`config.mk`:
```
export PLATFORM = sky130hd
export DESIGN_NAME = block_host_flat
export DESIGN_NICKNAME = d
export VERILOG_FILES = /design/src/rtl/block_host_pkg.sv /design/src/rtl/block_host_if.sv /design/src/rtl/block_host_deser.sv /design/src/rtl/block_host.sv /design/src/flat_wrapper.sv
export SDC_FILE = /design/constraint.sdc
export NUM_CORES = 1
export LEC_CHECK = 0
export CAP_MARGIN = 25
export CORE_MARGIN = 2
export CORE_UTILIZATION = 35
export CTS_CLUSTER_SIZE = 28
export DETAILED_ROUTE_END_ITERATION = 10
export PLACE_DENSITY_LB_ADDON = 0.15
export SETUP_SLACK_MARGIN = 0.2
export SLEW_MARGIN = 0
export SYNTH_ARGS = -nofsm -noshare
export SYNTH_HDL_FRONTEND = slang
export SYNTH_SLANG_ARGS = --single-unit
```
`constraint.sdc`:
```
create_clock -name clk -period 7.4 [get_ports clk]
set_input_delay 0.74 -clock clk [delete_from_list [all_inputs] [get_ports clk]]
set_output_delay 0.74 -clock clk [all_outputs]
set_load 0.005 [all_outputs]
```
`src/rtl/block_host_pkg.sv`:
```
// Shared constants, field positions and state encodings for the hashing-block host.
// Imported by the host top and its serial-word reader.
package block_host_pkg;

    localparam int WORD_W = 36;

    localparam logic [2:0] OPC_ARM = 3'd7;

    // Arm/control payload layout (cmd_opcode == OPC_ARM)
    localparam int ARM_ID_MSB    = 15;
    localparam int ARM_ID_LSB    = 8;
    localparam int ARM_CYCLE_MSB = 4;
    localparam int ARM_CYCLE_LSB = 0;
    localparam int ARM_INJECT    = 5;
    localparam int ARM_SAMPLE    = 6;

    // Result word layout as it arrives LSB-first on fifo_bit
    localparam int W_DATA_MSB  = 19;
    localparam int W_DATA_LSB  = 0;
    localparam int W_ID_LO_MSB = 31;
    localparam int W_ID_LO_LSB = 20;
    localparam int W_ID_HI     = 32;
    localparam int W_MATCH     = 33;
    localparam int W_INJECT    = 34;
    localparam int W_SAMPLE    = 35;

    typedef enum logic [2:0] {
        R_IDLE,
        R_REQ,
        R_WAIT,
        R_SHIFT,
        R_DONE
    } r_state_e;

    typedef enum logic [1:0] {
        CI_IDLE,
        CI_TOGGLE,
        CI_HOLD
    } ci_state_e;

    function automatic logic [12:0] word_id(input logic [WORD_W-1:0] w);
        return {w[W_ID_HI], w[W_ID_LO_MSB:W_ID_LO_LSB]};
    endfunction

endpackage

```
`src/rtl/block_host_if.sv`:
```
// Host-facing command and result ports of block_host.
// master = host/consumer side, slave = block_host.
interface block_host_if;
    logic        cmd_valid;
    logic        cmd_ready;
    logic [2:0]  cmd_opcode;
    logic [19:0] cmd_data;

    logic        res_valid;
    logic        res_ready;
    logic [3:0]  res_block;
    logic [19:0] res_data;
    logic [12:0] res_id;
    logic        res_match;
    logic        res_inject;
    logic        res_sample;

    modport master (
        output cmd_valid, cmd_opcode, cmd_data, res_ready,
        input  cmd_ready, res_valid, res_block, res_data, res_id,
               res_match, res_inject, res_sample
    );

    modport slave (
        input  cmd_valid, cmd_opcode, cmd_data, res_ready,
        output cmd_ready, res_valid, res_block, res_data, res_id,
               res_match, res_inject, res_sample
    );
endinterface

```
`src/rtl/block_host_deser.sv`:
```
// One FIFO read: request cycle, dead cycle, then WORD_BITS LSB-first samples of bit_in.
// The completed word is handed over with done, or held in R_DONE while stall is high.
module block_host_deser
    import block_host_pkg::*;
#(
    parameter int WORD_BITS = 36
) (
    input  logic                 clk,
    input  logic                 rst,
    input  logic                 start,
    input  logic                 bit_in,
    input  logic                 stall,
    output logic                 busy,
    output logic                 done,
    output logic [WORD_BITS-1:0] word
);

    localparam int CNT_W = $clog2(WORD_BITS);

    r_state_e             state_q, state_d;
    logic [CNT_W-1:0]     cnt_q, cnt_d;
    logic [WORD_BITS-1:0] word_q, word_d;

    always_comb begin
        state_d = state_q;
        cnt_d   = cnt_q;
        word_d  = word_q;
        done    = 1'b0;
        case (state_q)
            R_IDLE:  if (start) state_d = R_REQ;
            R_REQ:   state_d = R_WAIT;
            R_WAIT: begin
                state_d = R_SHIFT;
                cnt_d   = '0;
            end
            R_SHIFT: begin
                word_d[cnt_q] = bit_in;
                if (cnt_q == CNT_W'(WORD_BITS - 1)) begin
                    // Hand the word over on the last sample edge when the output is free
                    if (stall) begin
                        state_d = R_DONE;
                    end else begin
                        done    = 1'b1;
                        state_d = R_IDLE;
                    end
                end else begin
                    cnt_d = cnt_q + CNT_W'(1);
                end
            end
            R_DONE: begin
                if (!stall) begin
                    done    = 1'b1;
                    state_d = R_IDLE;
                end
            end
            default: state_d = R_IDLE;
        endcase
    end

    assign busy = (state_q != R_IDLE);
    assign word = word_d;

    always_ff @(posedge clk or posedge rst) begin
        if (rst) begin
            state_q <= R_IDLE;
            cnt_q   <= '0;
        end else begin
            state_q <= state_d;
            cnt_q   <= cnt_d;
        end
    end

    always_ff @(posedge clk) begin
        word_q <= word_d;
    end

endmodule

```
`src/rtl/block_host.sv`:
```
// Host side of the hashing blocks: toggle-strobe command serialiser plus a
// round-robin reader that collects 36-bit result words from N_BLOCKS FIFOs.
module block_host
    import block_host_pkg::*;
#(
    parameter int N_BLOCKS    = 4,
    parameter int HOLD_CYCLES = 16,
    parameter int WORD_BITS   = 36
) (
    input  logic                clk,
    input  logic                rst,
    block_host_if.slave         host,
    output logic [19:0]         command,
    output logic [2:0]          opcode,
    output logic                async_strobe,
    input  logic [N_BLOCKS-1:0] fifo_empty,
    output logic [N_BLOCKS-1:0] fifo_req,
    input  logic [N_BLOCKS-1:0] fifo_bit
);

    localparam int HOLD_W = $clog2(HOLD_CYCLES + 1);
    localparam int IDX_W  = (N_BLOCKS > 1) ? $clog2(N_BLOCKS) : 1;

    ci_state_e         ci_q, ci_d;
    logic              cmd_ready_q, cmd_ready_d;
    logic [HOLD_W-1:0] hold_q, hold_d;
    logic [19:0]       command_q, command_d;
    logic [2:0]        opcode_q, opcode_d;
    logic              strobe_q = 1'b0;
    logic              strobe_d;

    always_comb begin
        ci_d        = ci_q;
        cmd_ready_d = cmd_ready_q;
        hold_d      = hold_q;
        command_d   = command_q;
        opcode_d    = opcode_q;
        strobe_d    = strobe_q;
        case (ci_q)
            CI_IDLE: begin
                cmd_ready_d = 1'b1;
                if (host.cmd_valid && cmd_ready_q) begin
                    command_d   = host.cmd_data;
                    opcode_d    = host.cmd_opcode;
                    cmd_ready_d = 1'b0;
                    ci_d        = CI_TOGGLE;
                end
            end
            CI_TOGGLE: begin
                strobe_d = ~strobe_q;
                hold_d   = HOLD_W'(HOLD_CYCLES);
                ci_d     = CI_HOLD;
            end
            CI_HOLD: begin
                hold_d = hold_q - HOLD_W'(1);
                if (hold_q <= HOLD_W'(1)) begin
                    hold_d      = '0;
                    ci_d        = CI_IDLE;
                    cmd_ready_d = 1'b1;
                end
            end
            default: ci_d = CI_IDLE;
        endcase
    end

    // Strobe has no reset so that rst can never look like a toggle to the blocks
    always_ff @(posedge clk) begin
        strobe_q <= strobe_d;
    end

    // Reader: scan, launch a read, collect the word into the result registers
    logic [IDX_W-1:0]    ptr_q, ptr_d, sel_q, sel_d, pick, scan;
    logic                found, start, stall, busy, done;
    logic [N_BLOCKS-1:0] fifo_req_q, fifo_req_d;
    logic [WORD_BITS-1:0] word;
    logic                res_valid_q, res_valid_d;
    logic [3:0]          res_block_q, res_block_d;
    logic [19:0]         res_data_q, res_data_d;
    logic [12:0]         res_id_q, res_id_d;
    logic                res_match_q, res_match_d;
    logic                res_inject_q, res_inject_d;
    logic                res_sample_q, res_sample_d;

    always_comb begin
        found = 1'b0;
        pick  = ptr_q;
        scan  = ptr_q;
        for (int i = 0; i < N_BLOCKS; i++) begin
            scan = IDX_W'((int'(ptr_q) + i) % N_BLOCKS);
            if (!found && !fifo_empty[scan]) begin
                found = 1'b1;
                pick  = scan;
            end
        end
    end

    assign start = !busy && found;
    assign stall = res_valid_q && !host.res_ready;

    block_host_deser #(.WORD_BITS(WORD_BITS)) u_deser (
        .clk    (clk),
        .rst    (rst),
        .start  (start),
        .bit_in (fifo_bit[sel_q]),
        .stall  (stall),
        .busy   (busy),
        .done   (done),
        .word   (word)
    );

    always_comb begin
        ptr_d        = ptr_q;
        sel_d        = sel_q;
        fifo_req_d   = '0;
        res_valid_d  = res_valid_q;
        res_block_d  = res_block_q;
        res_data_d   = res_data_q;
        res_id_d     = res_id_q;
        res_match_d  = res_match_q;
        res_inject_d = res_inject_q;
        res_sample_d = res_sample_q;
        if (start) begin
            sel_d      = pick;
            ptr_d      = IDX_W'((int'(pick) + 1) % N_BLOCKS);
            fifo_req_d = N_BLOCKS'(1) << pick;
        end
        if (res_valid_q && host.res_ready) res_valid_d = 1'b0;
        if (done) begin
            res_valid_d  = 1'b1;
            res_block_d  = 4'(sel_q);
            res_data_d   = word[W_DATA_MSB:W_DATA_LSB];
            res_id_d     = word_id(word);
            res_match_d  = word[W_MATCH];
            res_inject_d = word[W_INJECT];
            res_sample_d = word[W_SAMPLE];
        end
    end

    always_ff @(posedge clk or posedge rst) begin
        if (rst) begin
            ci_q         <= CI_IDLE;
            cmd_ready_q  <= 1'b0;
            hold_q       <= '0;
            command_q    <= '0;
            opcode_q     <= '0;
            ptr_q        <= '0;
            sel_q        <= '0;
            fifo_req_q   <= '0;
            res_valid_q  <= 1'b0;
            res_block_q  <= '0;
            res_data_q   <= '0;
            res_id_q     <= '0;
            res_match_q  <= 1'b0;
            res_inject_q <= 1'b0;
            res_sample_q <= 1'b0;
        end else begin
            ci_q         <= ci_d;
            cmd_ready_q  <= cmd_ready_d;
            hold_q       <= hold_d;
            command_q    <= command_d;
            opcode_q     <= opcode_d;
            ptr_q        <= ptr_d;
            sel_q        <= sel_d;
            fifo_req_q   <= fifo_req_d;
            res_valid_q  <= res_valid_d;
            res_block_q  <= res_block_d;
            res_data_q   <= res_data_d;
            res_id_q     <= res_id_d;
            res_match_q  <= res_match_d;
            res_inject_q <= res_inject_d;
            res_sample_q <= res_sample_d;
        end
    end

    assign host.cmd_ready  = cmd_ready_q;
    assign command         = command_q;
    assign opcode          = opcode_q;
    assign async_strobe    = strobe_q;
    assign fifo_req        = fifo_req_q;
    assign host.res_valid  = res_valid_q;
    assign host.res_block  = res_block_q;
    assign host.res_data   = res_data_q;
    assign host.res_id     = res_id_q;
    assign host.res_match  = res_match_q;
    assign host.res_inject = res_inject_q;
    assign host.res_sample = res_sample_q;

endmodule
```
`src/flat_wrapper.sv`:
```
// flat-port wrapper written by rule: the top's interface ports become plain ports
module block_host_flat import block_host_pkg::*;
#(
    parameter int N_BLOCKS    = 4,
    parameter int HOLD_CYCLES = 16,
    parameter int WORD_BITS   = 36
)
  (clk, rst, command, opcode, async_strobe, fifo_empty, fifo_req, fifo_bit, host_cmd_valid, host_cmd_opcode, host_cmd_data, host_res_ready, host_cmd_ready, host_res_valid, host_res_block, host_res_data, host_res_id, host_res_match, host_res_inject, host_res_sample);
  block_host_if host_i ();
  input  logic clk;
  input  logic rst;
  output logic [19:0] command;
  output logic [2:0] opcode;
  output logic async_strobe;
  input  logic [N_BLOCKS-1:0] fifo_empty;
  output logic [N_BLOCKS-1:0] fifo_req;
  input  logic [N_BLOCKS-1:0] fifo_bit;
  input wire logic [$bits(host_i.cmd_valid)-1:0] host_cmd_valid;
  input wire logic [$bits(host_i.cmd_opcode)-1:0] host_cmd_opcode;
  input wire logic [$bits(host_i.cmd_data)-1:0] host_cmd_data;
  input wire logic [$bits(host_i.res_ready)-1:0] host_res_ready;
  output wire logic [$bits(host_i.cmd_ready)-1:0] host_cmd_ready;
  output wire logic [$bits(host_i.res_valid)-1:0] host_res_valid;
  output wire logic [$bits(host_i.res_block)-1:0] host_res_block;
  output wire logic [$bits(host_i.res_data)-1:0] host_res_data;
  output wire logic [$bits(host_i.res_id)-1:0] host_res_id;
  output wire logic [$bits(host_i.res_match)-1:0] host_res_match;
  output wire logic [$bits(host_i.res_inject)-1:0] host_res_inject;
  output wire logic [$bits(host_i.res_sample)-1:0] host_res_sample;
  assign host_i.cmd_valid = host_cmd_valid;
  assign host_i.cmd_opcode = host_cmd_opcode;
  assign host_i.cmd_data = host_cmd_data;
  assign host_i.res_ready = host_res_ready;
  assign host_cmd_ready = host_i.cmd_ready;
  assign host_res_valid = host_i.res_valid;
  assign host_res_block = host_i.res_block;
  assign host_res_data = host_i.res_data;
  assign host_res_id = host_i.res_id;
  assign host_res_match = host_i.res_match;
  assign host_res_inject = host_i.res_inject;
  assign host_res_sample = host_i.res_sample;
  block_host #(.N_BLOCKS(N_BLOCKS), .HOLD_CYCLES(HOLD_CYCLES), .WORD_BITS(WORD_BITS)) u_core (.clk(clk), .rst(rst), .host(host_i), .command(command), .opcode(opcode), .async_strobe(async_strobe), .fifo_empty(fifo_empty), .fifo_req(fifo_req), .fifo_bit(fifo_bit));
endmodule
```
==> results of run 1 <==
-- critical path, stage by stage, from the launching register on --
cell	delay, ns
dfrtp_1	0.50
ha_1	0.25
nor2b_1	0.25
a32oi_1	0.22
a21oi_4	0.61
buf_4	0.43
mux2_2	0.38
-- power by group --
group / leakage [nW] / switching, mW / internal (mW) / total (mW)
logic: 1.33 / 0.342 / 0.476 / 0.819
registers: 1.36 / 0.120 / 0.866 / 0.986
clock network: 0.266 / 0.282 / 0.483 / 0.766
-- cell usage in the layout (no fill, tap or decap), types with 3 or more instances in the layout --
cell type,n
nor2_1,6
clkdlybuf4s50_1,102
nand3b_1,3
nand2_1,11
ha_1,11
clkinv_2,5
o21ai_0,14
nand2b_1,3
o21a_1,4
clkbuf_16,17
nor3_1,7
a21oi_1,5
dfxtp_1,36
mux2_4,20
nor3b_1,3
o31ai_1,3
mux2_2,80
clkbuf_8,3
dfrtp_1,87
nand3_1,34
clkbuf_1,4
inv_1,13
and2_1,6
-- metrics by stage --
stage               total power, mW  hold slack (ns)  setup slack, ns  cell area [µm²]
global placement               1.80            0.453             4.58             6520
global route                   2.73            0.482             4.41             7080
CTS                            2.61            0.471             4.59             7080
floorplan                      1.48            0.445             4.41             5420
finish                         2.57            0.467             4.63             7080
detailed placement             1.82            0.459             4.55             6530
-- kinds of logic after synthesis --
kind of cell             share of synthesized area, %
AO/OA/AOI/OAI                                    4.99
other                                          0.0693
AND/OR/NAND/NOR                                  10.9
multiplexers                                     23.0
adder cells (fa/ha/maj)                          2.54
buffers and inverters                            4.39
flip-flops                                       54.1
-- sequential cells by signal (all words and copies together) (netlist names) --
name	count
u_core.async_strobe	1
u_core.ci_q	2
u_core.command	20
u_core.fifo_req	4
u_core.hold_q	5
u_core.host.cmd_ready	1
u_core.host.res_block	2
u_core.host.res_data	20
u_core.host.res_id	13
u_core.host.res_inject	1
u_core.host.res_match	1
u_core.host.res_sample	1
u_core.host.res_valid	1
u_core.opcode	3
u_core.ptr_q	2
u_core.sel_q	2
u_core.u_deser.cnt_q	6
u_core.u_deser.state_q	3
u_core.u_deser.word_q	36
-- Yosys cell counts, types with 2 or more instances --
master,number
a21o_1,2
dfrtp_1,87
clkbuf_1,6
o31ai_1,3
a22o_1,2
o21ai_0,14
nand3b_1,3
nand2b_1,3
nor3b_1,3
a32oi_1,2
nand3_1,34
dfxtp_1,36
buf_6,6
mux2_2,80
nor3b_4,2
inv_1,14
mux2i_1,2
nor3_1,7
nor4_1,2
nor2b_1,2
nand2_1,11
a21oi_1,6
nor2_1,6
o21a_1,4
and2_1,6
buf_2,6
and3b_2,2
buf_4,6
or3_1,2
and4bb_2,2
ha_1,11
mux2_4,20
-- area by class of cell --
type                            count  area [µm²]  share of cell area [%]
Clock buffer                       24         482                    6.81
Clock inverter                      7        65.1                   0.919
Inverter                           14        53.8                   0.760
Multi-Input combinational cell    252        2260                    32.0
Sequential cell                   124        2930                    41.4
Tap cell                          188         235                    3.32
Timing Repair Buffer              105        1050                    14.9
-- final timing paths --
| path | from | to | slack [ns] |
|---|---|---|---|
| setup / recovery | u_core.u_deser.cnt_q[1] | u_core.host.res_id[1] | 4.63 |
| hold / removal | u_core.u_deser.word_q[19] | u_core.u_deser.word_q[19] | 0.47 |
| setup reg to reg | u_core.u_deser.cnt_q[1] | u_core.host.res_id[1] | 4.63 |
| hold reg to reg | u_core.u_deser.word_q[19] | u_core.u_deser.word_q[19] | 0.47 |
| max in group asynchronous | rst | u_core.host.res_data[17] | 5.57 |
| min in group asynchronous | rst | u_core.command[9] | 0.77 |
-- routing by layer --
metal / track usage, % / share of wire (%)
met5: 0 / 0
met2: 22.7 / 47
met4: 4.59 / 1.4
met1: 17.7 / 45
met3: 6.32 / 6.8
==> results.ini, run 1 <==
[outcome]
status=finished, final reports clean

[cts]
cts_buffer_depth=2
cts_setup_buffers=0
tritoncts_clock_tree=yes
clock_insertion_delay_worst_skew_ns=0.41
clock-root-buffer=clkbuf_16
cts_sinks=124
cts.hold.buffers_added=0
clkSlewWorstSetupHoldPaths_ns=0.05
clock_tree.htree_level_count=4
post_cts_resize_count=0
cts_made_buffers=17

[critical_path]
cp.required_ns=7.69
critical_path.max_fanout=20
setup.worst_path.start_class=register
crit_end_element=register
worst-setup-path-type=reg -> reg
reg2regPathDepth=6
worst-endpoint-arrival_ns=3.06

[route]
detail_route.drc_violations=0
postRouteAntennaNets=0
route.final.wire_length_um=11000
viasPerCell=4.92
firstDrtPassIters=4
route.vias.total=3516
drt_first_iter_violations=143
wire_per_inst_um=15.4

[synthesis]
synthDominantAreaCellType=dfrtp_1
ys_dominant_reg_cell=dfrtp_1
synth_async_sr_flop_share_pct=70.2
syn_avg_cell_area_um2=13.0
synth_warnings=0
synth-seq-cells=124
post_synthesis_sequential_area_ratio_pct=54.1
synthCells=415
synth-edff-count=1
yosys.area.top_type_share_pct=40.2
mappedNetlistArea_um2=5410
synth.lib_cells_used.distinct=55
ys_top_cells_by_area=dfrtp_1 (40%), mux2_2 (17%), dfxtp_1 (13%)

[placement]
globalplace.congestion=0.746
placed_cells_incl_taps=683
io_buffer_count=102
dpl.hpwl_um=7510

[power]
p_per_area_nw_per_um2=363
total_leakage_power_nw=2.95
vdd_ir_drop_max_mv=0.226

[min_path]
worstHoldPathCells=1
hold_class=reg -> reg

[final_layout]
syn2layout_area_growth_pct=30.7
postLayoutCoreUtil_pct=46.7
drive_above_1_share_pct=27.4
num-fill-cells=1389
layoutNonFillerInstCount=714
layout.nets=560
diodes=0

[sta]
timing.final.crit_period_ns=2.77
layout_worst_path_cycle_share_pct=37.5
timing.final.setup_violations=0
timing_worst_slew_pin_value_ns=0.782
slew_violations=0
rsz0062_at_grt=false
clock.fmax_ghz=0.361
report.final.hold_viol_count=0
fin_skew_ns=0.00940
max_slew_margin_pct=47.9
fin_tns_setup_ns=0

[floorplanning]
floorplan.initialDensity_pct=35.7
die_w_um=128
rows=45
coreArea_um2=15100
fp.dieArea_um2=16500
die_height_um=128
io_pins=105

[grt]
grt_pass1_wl_um=18400
grt_remaining_overflow=0
antenna_violations_before_repair=0
grt_start_max_net_pins=46
grt_use_total_pct=14.4
via_count_of_the_first_global_routing_pass=3644

[flow_run]
maxCapViolCount=0

No activity file was read; power rests on OpenSTA's default activity.
==> run 2, diff against run 1 <==
Clock period 7.4 ns to 2.9 ns, I/O delays scaled along.
==> run 2 against run 1 <==
Total power increased to 2.6 times the previous value. Fmax increased by 23%. Sequential power grew to 2.6 times the previous value. Final cell count rose by 0.42%. Critical endpoint unchanged. Largest power group unchanged. Non-clock buffer count up 2. Clock skew fell by 0.0016 ns.
==> results.ini, run 2 (synthesis results as in run 1) <==
[cts]
clkSlewWorstSetupHoldPaths_ns=0.06
cts_sinks=124
cts_buffer_depth=2
cts_setup_buffers=0
clock-root-buffer=clkbuf_16
post_cts_resize_count=0
clock_tree.htree_level_count=4
cts.hold.buffers_added=0
cts_made_buffers=17
tritoncts_clock_tree=yes
clock_insertion_delay_worst_skew_ns=0.41

[outcome]
status=finished, final reports clean

[final_layout]
layout.cell_area.non_filler_um2=7110
registers.top_by_ff_count=u_core.u_deser.word_q
layout.nets=562
diodes=0
leading_cell_type_in_the_layout_fill_and_taps_excluded=clkdlybuf4s50_1
syn2layout_area_growth_pct=31.3
commonest_cells_after_routing_fill_and_taps_aside=clkdlybuf4s50_1 (102), dfrtp_1 (87), mux2_2 (80)
layoutNonFillerInstCount=717
largest_register_ff_count=36
drive_above_1_share_pct=28.2

[power]
p_per_area_nw_per_um2=927
vdd_ir_drop_max_mv=0.538
total_leakage_power_nw=2.98

[sta]
fin_skew_ns=0.00785
layout_worst_path_cycle_share_pct=78.0
report.final.hold_viol_count=0
slew_violations=0
rsz0062_at_grt=false
timing.final.crit_period_ns=2.26
fin_tns_setup_ns=0
clock.fmax_ghz=0.442
post-route-worst-setup-slack_ns=0.639
timing.final.setup_violations=0
max_slew_margin_pct=46.8
timing_worst_slew_pin_value_ns=0.797

[critical_path]
setup.worst_path.start_class=register
cp.required_ns=3.19
rrSetupSlack_ns=0.64
worst-setup-path-type=reg -> reg
crit_end_element=register
worst-endpoint-arrival_ns=2.56
worst_r2r_endpoint=u_core.host.res_id[1]
r2r_start=u_core.u_deser.cnt_q[1]
reg2regPathDepth=6
critical_path.max_fanout=19

[floorplanning]
die_height_um=128
fp.dieArea_um2=16500
coreArea_um2=15100
rows=45
die_w_um=128
io_pins=105
floorplan.initialDensity_pct=35.7

[route]
topRoutingLayerUsed=met4
firstDrtPassIters=4
route.vias.total=3533
length_of_routed_met2_wiring_um=5490
postRouteAntennaNets=0
wl_met1_um=4940
met3WireLength_um=762
detail_route.drc_violations=0
drt_first_iter_violations=175
route.final.wire_length_um=11300
viasPerCell=4.93
wire_per_inst_um=15.7

[placement]
dpl.hpwl_um=7520
io_buffer_count=102
pre_cts_slack_ns=0.562
placed_cells_incl_taps=685
area_after_dpl_um2=6550
globalplace.congestion=0.758

[grt]
grt_start_max_net_pins=46
grt_use_total_pct=14.8
via_count_of_the_first_global_routing_pass=3697
antenna_violations_before_repair=0
grt_remaining_overflow=0
grt_pass1_wl_um=18700

[min_path]
hold_class=in -> async

[flow_run]
maxCapViolCount=0

run 2: cell types whose count changed in the layout (fill, tap and decap cells not counted), sizes merged:
| cell | delta |
|---|---|
| clkinv | +5 |
| clkbuf | -4 |
| buf | +2 |
run 2: worst max-delay path by stage:
stage                                  startpoint                        to  cells past startpoint
after floorplan                               rst            u_core.ci_q[0]                      1
after global placement                fifo_bit[3]  u_core.host.res_data[15]                      4
after detailed placement            fifo_empty[2]           u_core.ptr_q[1]                      7
after CTS                 u_core.u_deser.cnt_q[1]    u_core.host.res_id[10]                      6
after global routing      u_core.u_deser.cnt_q[1]   u_core.host.res_data[2]                      6
final                     u_core.u_deser.cnt_q[1]     u_core.host.res_id[1]                      6
run 2: cell type report:
class / count / area [µm²]
inverters: 14 / 53.8
well taps: 188 / 235
repair buffers: 107 / 1070
clock buffers: 20 / 458
fillers: 1391 / 8040
clock inverters: 12 / 97.6
multi-input cells: 252 / 2260
flip-flops and latches: 124 / 2930
run 2: per-layer routing:
layer,vias up,GRT usage [%]
met4,0,4.40
met1,1748,17.6
met2,97,24.3
met5,-,0
met3,9,6.57
li1,1679,-
run 2: critical path, cell delays in order, from the launching register on:
cell	delay, ns
dfrtp_1	0.50
ha_1	0.26
nor2b_1	0.28
a32oi_1	0.23
a21oi_4	0.16
buf_4	0.32
mux2_2	0.38
run 2: power by group:
part / internal (mW) / total [mW] / leakage [nW] / switching [mW]
Combinational: 1.21 / 2.09 / 1.35 / 0.878
Sequential: 2.21 / 2.52 / 1.36 / 0.313
Clock: 1.22 / 1.98 / 0.274 / 0.757
run 2: per-stage QoR:
stage,power [mW],hold WS (ns),util (%)
global placement,4.61,0.452,43.2
detailed placement,4.66,0.457,43.2
floorplan,3.77,0.441,-
global route,7.03,0.373,46.9
CTS,6.70,0.347,46.9
finish,6.59,0.315,46.9
